$ cat src/rtl/fft_mul_arb_pkg.sv
// fft_mul_arb_pkg: shared constants, tag type and round-robin helper for the
// FFT multiplier arbiter.
//   A_W/B_W/P_W : operand and product widths (signed x unsigned -> signed)
//   MUL_LAT     : issue-to-response latency of the multiplier core
//   tag_t       : requester index carried alongside each operation
//   rr_pick     : one-hot round-robin grant over up to 8 requesters
package fft_mul_arb_pkg;

  localparam int unsigned A_W     = 22;
  localparam int unsigned B_W     = 15;
  localparam int unsigned P_W     = 37;
  localparam int unsigned MUL_LAT = 2;
  localparam int unsigned TAG_W_DEF = 3;

  typedef logic [TAG_W_DEF-1:0] tag_t;

  // First set bit of valid at or after ptr, wrapping modulo n (n <= 8).
  function automatic logic [7:0] rr_pick(input logic [7:0] valid,
                                         input logic [2:0] ptr,
                                         input int unsigned n);
    logic [7:0]  grant;
    logic        found;
    int unsigned idx;
    grant = '0;
    found = 1'b0;
    for (int unsigned k = 0; k < 8; k++) begin
      if (k < n) begin
        idx = (32'(ptr) + k) % n;
        if (!found && valid[idx[2:0]]) begin
          grant[idx[2:0]] = 1'b1;
          found           = 1'b1;
        end
      end
    end
    return grant;
  endfunction

endpackage

$ cat src/rtl/fft_mul_core.sv
// fft_mul_core: two-stage signed x unsigned multiplier intended to map onto a
// single DSP slice. Inputs are registered, then the product is registered.
// Data registers carry no reset so they can be absorbed into the DSP.
//   clk : clock
//   ce  : clock enable; low freezes both stages
//   a   : signed multiplicand (A_W)
//   b   : unsigned multiplier (B_W)
//   p   : signed product (P_W), exact
module fft_mul_core
  import fft_mul_arb_pkg::*;
(
  input  logic           clk,
  input  logic           ce,
  input  logic [A_W-1:0] a,
  input  logic [B_W-1:0] b,
  output logic [P_W-1:0] p
);

  logic signed [A_W-1:0] a_q;
  logic        [B_W-1:0] b_q;
  logic signed [P_W-1:0] p_q;

  always_ff @(posedge clk) begin
    if (ce) begin
      a_q <= a;
      b_q <= b;
      // b is zero-extended so the multiply stays signed and exact
      p_q <= P_W'(a_q) * P_W'($signed({1'b0, b_q}));
    end
  end

  assign p = p_q;

endmodule

$ cat src/rtl/fft_mul_arbiter.sv
// fft_mul_arbiter: shares one pipelined multiplier core between NREQ
// requesters. Round-robin issue arbitration, a tag/valid shadow pipeline
// alongside the core, and a response demux. Response backpressure stalls the
// whole pipeline through the core clock enable.
// Build option FFT_MUL_ARB_PRIO0_EN: requester 0 gets strict priority and the
// round-robin pointer rotates over requesters 1..NREQ-1 only.
//   clk, reset          : clock, asynchronous active-high reset
//   req_valid/req_ready : per-requester issue handshake
//   req_a, req_b        : packed operands, requester i at [W*i +: W]
//   rsp_valid/rsp_ready : one-hot response handshake
//   rsp_p, rsp_tag      : shared product bus and owning requester index
//   busy                : any operation in flight
module fft_mul_arbiter
  import fft_mul_arb_pkg::*;
#(
  parameter int unsigned NREQ  = 4,
  parameter int unsigned TAG_W = 3
) (
  input  logic                clk,
  input  logic                reset,
  input  logic [NREQ-1:0]     req_valid,
  output logic [NREQ-1:0]     req_ready,
  input  logic [NREQ*A_W-1:0] req_a,
  input  logic [NREQ*B_W-1:0] req_b,
  output logic [NREQ-1:0]     rsp_valid,
  input  logic [NREQ-1:0]     rsp_ready,
  output logic [P_W-1:0]      rsp_p,
  output logic [TAG_W-1:0]    rsp_tag,
  output logic                busy
);

`ifdef FFT_MUL_ARB_PRIO0_EN
  localparam logic [2:0] RR_RST = 3'd1;
`else
  localparam logic [2:0] RR_RST = 3'd0;
`endif

  logic [2:0]       rr_ptr_q, rr_ptr_d;
  logic             s1_valid_q, s2_valid_q;
  logic [TAG_W-1:0] s1_tag_q, s2_tag_q;

  logic [7:0]       valid8;
  logic [NREQ-1:0]  grant;
  logic             any_grant;
  logic [2:0]       gnt_idx;
  logic [TAG_W-1:0] gnt_tag;
  logic [A_W-1:0]   issue_a;
  logic [B_W-1:0]   issue_b;
  logic             s2_ready;
  logic             ce;

  always_comb begin
    valid8             = '0;
    valid8[NREQ-1:0]   = req_valid;
`ifdef FFT_MUL_ARB_PRIO0_EN
    if (req_valid[0]) grant = NREQ'(1);
    else              grant = NREQ'(rr_pick(valid8 & 8'hFE, rr_ptr_q, NREQ));
`else
    grant = NREQ'(rr_pick(valid8, rr_ptr_q, NREQ));
`endif
    any_grant = |grant;

    gnt_idx = '0;
    gnt_tag = '0;
    issue_a = '0;
    issue_b = '0;
    for (int unsigned i = 0; i < NREQ; i++) begin
      if (grant[i]) begin
        gnt_idx = 3'(i);
        gnt_tag = TAG_W'(i);
        issue_a = req_a[A_W*i +: A_W];
        issue_b = req_b[B_W*i +: B_W];
      end
    end

    // Compare-based demux keeps the tag-indexed lookup in range for any TAG_W
    s2_ready  = 1'b0;
    rsp_valid = '0;
    for (int unsigned i = 0; i < NREQ; i++) begin
      if (s2_tag_q == TAG_W'(i)) begin
        s2_ready     = rsp_ready[i];
        rsp_valid[i] = s2_valid_q;
      end
    end

    ce        = !(s2_valid_q && !s2_ready);
    req_ready = ce ? grant : '0;

    rr_ptr_d = rr_ptr_q;
    if (ce && any_grant) begin
`ifdef FFT_MUL_ARB_PRIO0_EN
      // Priority grants to requester 0 leave the rotation among 1..NREQ-1 alone
      if (gnt_idx != 3'd0)
        rr_ptr_d = (gnt_idx == 3'(NREQ-1)) ? 3'd1 : gnt_idx + 3'd1;
`else
      rr_ptr_d = (gnt_idx == 3'(NREQ-1)) ? 3'd0 : gnt_idx + 3'd1;
`endif
    end
  end

  always_ff @(posedge clk or posedge reset) begin
    if (reset) begin
      rr_ptr_q   <= RR_RST;
      s1_valid_q <= 1'b0;
      s2_valid_q <= 1'b0;
      s1_tag_q   <= '0;
      s2_tag_q   <= '0;
    end else if (ce) begin
      rr_ptr_q   <= rr_ptr_d;
      s1_valid_q <= any_grant;
      s1_tag_q   <= gnt_tag;
      s2_valid_q <= s1_valid_q;
      s2_tag_q   <= s1_tag_q;
    end
  end

  fft_mul_core u_core (
    .clk (clk),
    .ce  (ce),
    .a   (issue_a),
    .b   (issue_b),
    .p   (rsp_p)
  );

  assign rsp_tag = s2_tag_q;
  assign busy    = s1_valid_q | s2_valid_q;

endmodule
$ cat config.mk
export PLATFORM = sky130hd
export DESIGN_NAME = fft_mul_arbiter
export DESIGN_NICKNAME = d
export VERILOG_FILES = /design/src/rtl/fft_mul_arb_pkg.sv /design/src/rtl/fft_mul_core.sv /design/src/rtl/fft_mul_arbiter.sv
export SDC_FILE = /design/constraint.sdc
export NUM_CORES = 1
export LEC_CHECK = 0
export BUFFER_PORTS_ARGS = -buffer_cell sky130_fd_sc_hd__buf_2
export CORE_MARGIN = 2
export CORE_UTILIZATION = 40
export CTS_CLUSTER_DIAMETER = 120
export CTS_CLUSTER_SIZE = 24
export DETAILED_ROUTE_END_ITERATION = 6
export RECOVER_POWER = 25
export SLEW_MARGIN = 0
export SYNTH_ARGS = -nofsm -noshare
export SYNTH_HDL_FRONTEND = slang
export SYNTH_SLANG_ARGS = --single-unit
export TNS_END_PERCENT = 1
$ cat constraint.sdc
create_clock -name clk -period 5.9 [get_ports clk]
set_clock_uncertainty 0.05 [all_clocks]
set_input_delay 1.18 -clock clk [delete_from_list [all_inputs] [get_ports clk]]
set_output_delay 1.18 -clock clk [all_outputs]
set_load 0.01 [all_outputs]
==> results.toml <==
[outcome]
status = "finished with violations"
violations = "setup timing"

[logic_synthesis]
yosys.area_share.adder_pct = 47.5
synth_top_family_by_area = "adder cells"
synth_compound_area_share_pct = 9.14
yosysSeqAreaShare_pct = 15.2
synth_nets = 2222
mappedNetlistArea_sq_um = 16000
synth_top_area_cell = "fa_1"
syn_avg_cell_area_sq_um = 9.69
synth_xor_area_share_pct = 2.14
synth_cell_type_count = 57
ys.flop_type = "edfxtp_1"
synth_mux_area_share_pct = 0.767
synthSimpleGateAreaFrac_pct = 14.2
synth_area_leaders = "fa_1 (40%), edfxtp_1 (14%), inv_1 (8.9%)"
yosysTopAreaCellShare_pct = 40.0
synthArstFlopShare_pct = 9.76
syn_inst = 1649
synth_edf_count = 74
ys.warnings.count = 0
ys_seq_elements = 82

[placement]
io_buffer_count = 205
placed_area_sq_um = 18900
dp_slack_ps = -364
dpl.hpwl_um = 33900
place_congestion = 0.875

[timing]
period_needed_ps = 5940
maxSlewViolCount = 0
period_share_pct = 101
setup_slack_ps = -41.2
rsz0062_at_grt = "yes"
final-setup-viol-count = 3
max_freq_mhz = 168
relSlewSlack_pct = 26.2
final-hold-violation-count = 0
tightestPinTransition_ps = 1100

[min_path]
min_path_type = "reg -> reg"

[clock_network]
cts_tree = "built"
clock_latency_ps = 380
cts_buffers = 9
cts_root_buf = "clkbuf_16"
htree_num_levels = 3
clockBufferDepth = 2
cts_num_sinks = 82
cts_hold_buf = 0
clk_pin_slew_worst_paths_ps = 80

[layout]
final_core_util_pct = 49.6
drive_gt1_share_pct = 24.0
fin_area_sq_um = 19600
layout_commonest_cell = "inv_1"
n_antenna_cell = 0
areaGrowthSynthToFinish_pct = 22.8
nets = 2557
final_cell_mix = "inv_1 (372), fa_1 (315), nand2_1 (205)"

[critical_path]
start_kind = "flip-flop"
critical_path.cell_chain = "buf_6 -> buf_16 -> and2_1 -> fa_1 -> inv_1 -> fa_1 -> fa_2 -> inv_1 -> fa_2 -> fa_1 -> inv_1 -> fa_1 -> inv_1 -> ha_4 -> nand3_4 -> a21oi_4 -> o31ai_4 -> a31oi_4 -> a21oi_2 -> buf_6 -> buf_4 -> a21oi_2 -> o21ai_1 -> a211oi_1"
worstPathArrival_ps = 6100
worst_setup_path_end_kind = "flip-flop"
cp.required_ps = 6050
crit_type = "reg -> reg"
cpPeakStageDelay_ps = 540
crit_slowest_cell = "fa_2"
path_max_fanout = 8

[grt]
grt_max_degree = 52
grt_overflow_total = 0
first_global_vias = 13900
antenna_found_initial = 2
groute.usage.overall_pct = 21.1
grt_pass1_wl_um = 68600

[route]
drt_iter0_drc = 530
ant_nets = 0
wire_per_inst_um = 16.2
routed_via_density = 4.92
vias = 12400
drc = 0
routed_wl_um = 40900
drt_pass1_iterations = 7

[floorplan]
start_util_pct = 40.4
dieWidth_um = 204
die_h_um = 204
ios = 207
coreArea_sq_um = 39500
dieArea_sq_um = 41600
rows = 73

[run]
cap_violations = 0
-- logic make-up after synthesis --
| family | count (synthesis) |
|---|---|
| xor+xnor | 39 |
| compound gates | 182 |
| fa+ha+maj | 415 |
| flops | 82 |
| other cells | 1 |
| buf+inv | 456 |
| simple gates | 468 |
| mux | 6 |
-- worst max-delay path: cells and delay by family (launching register included) --
family	cells	cell delay (ps)
AOI/OAI and AO/OA	7	1030
adders and majority gates	7	3230
buffers and inverters	8	770
DFF	1	440
and+or+nand+nor	2	250
-- metrics by stage --
step	setup TNS [ps]	std cells	hold slack, ps
2_1_floorplan	-0.742	1649	397
3_3_place_gp	-2040	2487	404
3_5_place_dp	-2490	2487	417
4_1_cts	-285	2511	434
5_1_grt	-2440	2514	469
6_report	-109	2514	434
-- layer usage --
| layer | global-route usage (%) | part of all wire [%] |
|---|---|---|
| met1 | 25.8 | 42 |
| met2 | 37.9 | 51 |
| met3 | 2.81 | 3.5 |
| met4 | 7.77 | 3.5 |
| met5 | 0 | 0.066 |
-- state kept, by name, summed over array words and instances, names as in the netlist --
register / cells
u_core.b_q: 15
s1_valid_q: 1
rr_ptr_q: 2
s1_tag_q: 2
u_core.p: 37
rsp_tag: 2
u_core.a_q: 22
s2_valid_q: 1
-- worst paths after layout --
path | start | to | slack [ps] | cells after the start
max | u_core.b_q[4] | u_core.p[31] | -40 | 24
min | s1_tag_q[0] | rsp_tag[0] | 430 | 2
max reg2reg | u_core.b_q[4] | u_core.p[31] | -40 | 24
min reg2reg | s1_tag_q[0] | rsp_tag[0] | 430 | 2
max in group asynchronous | reset | rr_ptr_q[1] | 4860 | 2
min in group asynchronous | reset | rr_ptr_q[0] | 700 | 2
-- layout make-up --
cell class / count / area, sq um
Timing Repair Buffer: 401 / 2640
Inverter: 379 / 1420
Clock inverter: 6 / 62.6
Sequential cell: 82 / 2420
Tap cell: 525 / 657
Fill cell: 3733 / 19900
Multi-Input combinational cell: 1111 / 12200
Clock buffer: 10 / 250
-- synth_stat cells, types with 2 or more instances --
cell type	number
inv_1	379
nor2b_1	4
o21ai_1	6
nor2_1	62
nor3b_1	2
buf_6	7
nor3_1	11
o31ai_1	3
o211ai_1	4
a221oi_1	3
or2_2	2
mux4_2	5
nand3_1	8
nand2b_1	4
fa_1	319
a21o_1	15
a31oi_1	4
o21ai_0	11
a22oi_2	20
and3_1	6
clkbuf_1	64
and2_1	154
o41ai_1	2
dfrtp_1	8
a221o_1	39
a22oi_1	19
xnor2_1	30
edfxtp_1	74
ha_1	96
o21a_1	4
a211oi_1	4
nand2_1	207
a22o_1	3
o21bai_1	2
a21oi_1	34
xor2_1	9
buf_2	5
-- repair_timing --
action | CTS | global route
endpoints found under the setup margin | 14 | 20
pin swaps | 18 | 38
resized for setup | 41 | 42
setup buffers | 7 | 3
cloned | 1 | 0
Power is not shown: default switching activity piles up to over one toggle a cycle in this logic, so the estimate is an artifact.
